### config.mk
export PLATFORM = sky130hd
export DESIGN_NAME = srb_deserializer_flat
export DESIGN_NICKNAME = d
export VERILOG_FILES = /design/src/rtl/srb_deserializer_if.sv /design/src/rtl/srb_deserializer.sv /design/src/flat_wrapper.sv
export SDC_FILE = /design/constraint.sdc
export NUM_CORES = 1
export LEC_CHECK = 0
export ABC_AREA = 1
export CELL_PAD_IN_SITES_DETAIL_PLACEMENT = 1
export CELL_PAD_IN_SITES_GLOBAL_PLACEMENT = 1
export CORE_ASPECT_RATIO = 1.1
export CORE_MARGIN = 10
export CORE_UTILIZATION = 23
export DETAILED_ROUTE_END_ITERATION = 12
export GPL_TIMING_DRIVEN = 0
export HOLD_SLACK_MARGIN = 0.05
export PLACE_DENSITY_LB_ADDON = 0.25
export SETUP_SLACK_MARGIN = 0.15
export SYNTH_ARGS = -nofsm -noshare
export SYNTH_HDL_FRONTEND = slang
export SYNTH_SLANG_ARGS = --single-unit
export TNS_END_PERCENT = 1
### constraint.sdc
create_clock -name clk -period 6.2 [get_ports clk]
set_input_delay 1.24 -clock clk [delete_from_list [all_inputs] [get_ports clk]]
set_output_delay 1.24 -clock clk [all_outputs]
set_load 0.005 [all_outputs]
### src/rtl/srb_deserializer_if.sv
// Bundle for the SRB deserializer: serial input channel from the chain and the
// word output slot (valid/ready). The master modport is the deserializer side.
interface srb_deserializer_if #(
  parameter int WIDTH = 16
);
  localparam int CW = $clog2(WIDTH + 1);

  logic             sin_bit;
  logic             sin_en;
  logic             sin_stall;
  logic [WIDTH-1:0] word_data;
  logic [CW-1:0]    word_popcnt;
  logic             word_valid;
  logic             word_ready;

  modport master (
    input  sin_bit, sin_en, word_ready,
    output sin_stall, word_data, word_popcnt, word_valid
  );

  modport slave (
    output sin_bit, sin_en, word_ready,
    input  sin_stall, word_data, word_popcnt, word_valid
  );
endinterface

### src/rtl/srb_deserializer.sv
// Receive end of the SRB shift chain: packs serial bits into WIDTH-bit words,
// each emitted with its popcount through a one-deep valid/ready output slot.
module srb_deserializer #(
  parameter int WIDTH     = 16,
  parameter bit MSB_FIRST = 1'b1
) (
  input  logic                clk,
  input  logic                rst,
  input  logic                clear,
  srb_deserializer_if.master  bus,
  output logic                busy
);
  localparam int CW = $clog2(WIDTH + 1);

  typedef enum logic {COLLECT, FULL} state_t;

  state_t           state_q, state_nxt;
  logic [WIDTH-1:0] sr_q, sr_nxt;
  logic [CW-1:0]    cnt_q, cnt_nxt;
  logic [WIDTH-1:0] data_q, data_nxt;
  logic [CW-1:0]    pop_q, pop_nxt;
  logic             valid_q, valid_nxt;
  logic [WIDTH-1:0] shifted;
  logic             acc;
  logic             free;
  logic             last_bit;

  function automatic logic [CW-1:0] popcount(input logic [WIDTH-1:0] v);
    logic [CW-1:0] n;
    n = '0;
    for (int unsigned i = 0; i < WIDTH; i++) begin
      n = n + CW'(v[i]);
    end
    return n;
  endfunction

  always_comb begin
    if (MSB_FIRST) shifted = {sr_q[WIDTH-2:0], bus.sin_bit};
    else           shifted = {bus.sin_bit, sr_q[WIDTH-1:1]};
  end

  assign acc      = bus.sin_en & (state_q == COLLECT);
  assign free     = ~valid_q | bus.word_ready;
  assign last_bit = (cnt_q == CW'(WIDTH - 1));

  always_comb begin
    state_nxt = state_q;
    sr_nxt    = sr_q;
    cnt_nxt   = cnt_q;
    data_nxt  = data_q;
    pop_nxt   = pop_q;
    valid_nxt = valid_q;

    if (clear) begin
      // Collection side aborts; the output slot still honours a handshake.
      sr_nxt    = '0;
      cnt_nxt   = '0;
      state_nxt = COLLECT;
      if (valid_q && bus.word_ready) valid_nxt = 1'b0;
    end else begin
      unique case (state_q)
        COLLECT: begin
          if (valid_q && bus.word_ready) valid_nxt = 1'b0;
          if (acc) begin
            if (last_bit) begin
              cnt_nxt = '0;
              if (free) begin
                data_nxt  = shifted;
                pop_nxt   = popcount(shifted);
                valid_nxt = 1'b1;
                sr_nxt    = '0;
              end else begin
                sr_nxt    = shifted;
                state_nxt = FULL;
              end
            end else begin
              sr_nxt  = shifted;
              cnt_nxt = cnt_q + 1'b1;
            end
          end
        end
        FULL: begin
          // The slot is always occupied here, so ready alone is the handshake.
          if (bus.word_ready) begin
            data_nxt  = sr_q;
            pop_nxt   = popcount(sr_q);
            valid_nxt = 1'b1;
            sr_nxt    = '0;
            state_nxt = COLLECT;
          end
        end
        default: state_nxt = COLLECT;
      endcase
    end
  end

  always_ff @(posedge clk) begin
    if (!rst) begin
      state_q <= COLLECT;
      sr_q    <= '0;
      cnt_q   <= '0;
      data_q  <= '0;
      pop_q   <= '0;
      valid_q <= 1'b0;
    end else begin
      state_q <= state_nxt;
      sr_q    <= sr_nxt;
      cnt_q   <= cnt_nxt;
      data_q  <= data_nxt;
      pop_q   <= pop_nxt;
      valid_q <= valid_nxt;
    end
  end

  assign bus.sin_stall   = (state_q == FULL);
  assign bus.word_data   = data_q;
  assign bus.word_popcnt = pop_q;
  assign bus.word_valid  = valid_q;
  assign busy            = (cnt_q != '0) | (state_q == FULL);
endmodule

### src/flat_wrapper.sv
// flat-port wrapper written by rule: the top's interface ports become plain ports
module srb_deserializer_flat 
#(
  parameter int WIDTH     = 16,
  parameter bit MSB_FIRST = 1'b1
)
  (clk, rst, clear, busy, bus_sin_bit, bus_sin_en, bus_word_ready, bus_sin_stall, bus_word_data, bus_word_popcnt, bus_word_valid);
  srb_deserializer_if #(.WIDTH(WIDTH)) bus_i ();
  input  logic clk;
  input  logic rst;
  input  logic clear;
  output logic busy;
  input wire logic [$bits(bus_i.sin_bit)-1:0] bus_sin_bit;
  input wire logic [$bits(bus_i.sin_en)-1:0] bus_sin_en;
  input wire logic [$bits(bus_i.word_ready)-1:0] bus_word_ready;
  output wire logic [$bits(bus_i.sin_stall)-1:0] bus_sin_stall;
  output wire logic [$bits(bus_i.word_data)-1:0] bus_word_data;
  output wire logic [$bits(bus_i.word_popcnt)-1:0] bus_word_popcnt;
  output wire logic [$bits(bus_i.word_valid)-1:0] bus_word_valid;
  assign bus_i.sin_bit = bus_sin_bit;
  assign bus_i.sin_en = bus_sin_en;
  assign bus_i.word_ready = bus_word_ready;
  assign bus_sin_stall = bus_i.sin_stall;
  assign bus_word_data = bus_i.word_data;
  assign bus_word_popcnt = bus_i.word_popcnt;
  assign bus_word_valid = bus_i.word_valid;
  srb_deserializer #(.WIDTH(WIDTH), .MSB_FIRST(MSB_FIRST)) u_core (.clk(clk), .rst(rst), .clear(clear), .bus(bus_i), .busy(busy));
endmodule
==> metrics.cfg <==
[cells_and_area]
fin_cells = 561
nets = 448
mostFrequentLayoutCells = inv_1, nor2_1, nand2_1
area_growth_pct = 22.55
layout-drive-gt1-share_pct = 6.326
utilization_pct = 29.04
num_antenna_cells = 0

[global_route]
grt_pass1_wl_um = 12140
grtUsageTotal_pct = 9.112
grt_pass1_vias = 2504
use_met2_pct = 15.41
gr-total-overflow = 0
grt_util_met1_pct = 10.86
use_met3_pct = 1.679
grt_max_degree = 14
grt_busiest_layer = met2
antenna_found_initial = 0

[floorplanning]
initial_core_util_pct = 23.70
dieArea_sq_um = 16660
ios = 30
core_area_sq_um = 11540
rows = 41
die_y_um = 134.4
die_x_um = 124.0

[critical_path]
crit_path_start_kind = input pin
critPathRequiredTime_ns = 6.43
cp-end-kind = register
reg2reg_slack_ns = 2.18
r2r-end = u_core.bus.word_popcnt[4]
arrival_ns = 5.14
cp_max_fo = 2
timing.rr.start = u_core.sr_q[0]
cp-startpoint = bus_sin_bit
path_class = in -> reg
r2r_cells = 15
crit_end = u_core.bus.word_popcnt[1]

[yosys]
yosysWarnings = 0
syn_nets = 413
avgSynthCellArea_sq_um = 7.294
postSynthCellCount = 375
ys_ff_latch = 44
synth.distinct_cells = 25
yosysSeqAreaShare_pct = 32.20
syn_area_sq_um = 2735

[clocking]
cts_max_level = 2
clockBufferDepth = 2
cts_inserted_buffers = 5
path_clk_slew_ns = 0.06
cts_tree = done
ctsResizeCount = 0
cts-root-buf = clkbuf_16
cts_sinks = 44
worst_skew_pair.late_latency_ns = 0.29
cts_hold_buf = 0
post_cts_buffers = 0

[sta]
tightest_slew_ns = 0.4086
relSlewSlack_pct = 72.66
rsz0062_at_grt = false
setup_ws_ns = 1.289
holdWs_ns = 0.4652
setup_viol = 0
fin_tns_setup_ns = 0
layout_min_cycle_time_ns = 4.911
min_period_over_period_pct = 79.22
hold_violations = 0
slew_viol_final = 0
fmax_ghz = 0.2036
skew_ns = 0.005999

[outcome]
status = completed

[drt]
vias = 2354
avgRoutedWirePerCell_um = 12.65
initialDrtViolationCount = 69
drc = 0
viasPerCell = 4.196
wl_um = 7095
ant_nets = 0
dr.pass1.iters = 4

[place]
placed_cells = 553
place_hpwl_um = 5822
portBuffers = 28
place_ws_ns = 0.9560
gp_congestion = 0.7427

[min_path]
hp-class = reg -> reg

[power]
leakagePower_uw = 0.001387
ir_worst_vdd_v = 0.00009409
power-per-cell-area_nw_per_um2 = 175.0

[run]
drv_cap = 0

routing by layer:
metal,wire length (um),vias up
met2,3485,28
met1,3183,1096
met4,175,0
met3,251,9
met5,0,-
li1,-,1221
logic make-up after synthesis:
| logic type | share of synthesized area, % |
|---|---|
| AOI/OAI and AO/OA | 11.39 |
| xor gates and xnor gates | 0.3203 |
| adders and majority gates | 20.13 |
| buffers and inverters | 12.81 |
| DFF | 32.20 |
| and+or+nand+nor | 23.15 |
flip-flops by register name, indices dropped and copies added, names as in the netlist:
register and cells:
u_core.bus.sin_stall 1, u_core.sr_q 16, u_core.bus.word_popcnt 5, u_core.bus.word_valid 1, u_core.cnt_q 5, u_core.bus.word_data 16
power by group:
part / total [uW] / switching [uW] / internal, uW
Combinational: 31.1 / 19.5 / 11.6
Clock: 271 / 113 / 159
Sequential: 284 / 0.774 / 283
cell usage after synthesis, drive strengths merged:
library cell | n | area, sq um
nand3 | 14 | 75.07
nand2 | 64 | 242.7
o21ai | 8 | 40.04
clkinv | 1 | 3.750
fa | 20 | 400.4
o22ai | 17 | 106.4
nor2 | 74 | 287.8
dfxtp | 44 | 880.8
inv | 73 | 274.0
ha | 12 | 150.1
buf | 12 | 72.56
a21oi | 30 | 165.2
xor2 | 1 | 8.760
nor3 | 3 | 15.01
nand4 | 2 | 12.51
how the worst min path moves through the flow:
stage,start,to,cells after the start
floorplan,u_core.bus.word_popcnt[2],u_core.bus.word_popcnt[2],2
global placement,u_core.bus.word_popcnt[4],u_core.bus.word_popcnt[4],2
detailed placement,u_core.bus.word_popcnt[4],u_core.bus.word_popcnt[4],2
CTS,u_core.bus.word_popcnt[4],u_core.bus.word_popcnt[4],2
global route,u_core.bus.word_popcnt[4],u_core.bus.word_popcnt[4],2
finish,u_core.bus.word_popcnt[4],u_core.bus.word_popcnt[4],2
area by class of cell:
| class | count | area [sq um] |
|---|---|---|
| buffer | 12 | 72.57 |
| clock buffer | 6 | 138.9 |
| clock inverter | 2 | 10.01 |
| fill | 1424 | 8190 |
| inverter | 74 | 277.8 |
| multi-input combinational | 245 | 1504 |
| sequential | 44 | 880.8 |
| tap | 150 | 187.7 |
| timing repair buffer | 28 | 280.3 |
worst max-delay path, stage by stage:
cell and delay [ns]:
clkdlybuf4s50_1 0.44, ha_1 0.30, inv_1 0.07, fa_1 0.43, fa_1 0.55, fa_1 0.43
fa_1 0.49, inv_1 0.05, fa_1 0.38, inv_1 0.08, fa_1 0.40, nor2_1 0.12
nor3_1 0.06, nor2_1 0.09
stage by stage:
step | cell area, sq um | total power (uW)
global placement | 3203 | 321.9
finish | 3352 | 586.6
floorplan | 2735 | 311.4
global route | 3352 | 613.4
detailed placement | 3203 | 322.3
CTS | 3352 | 597.8
Power figures use the tool's default switching activity.
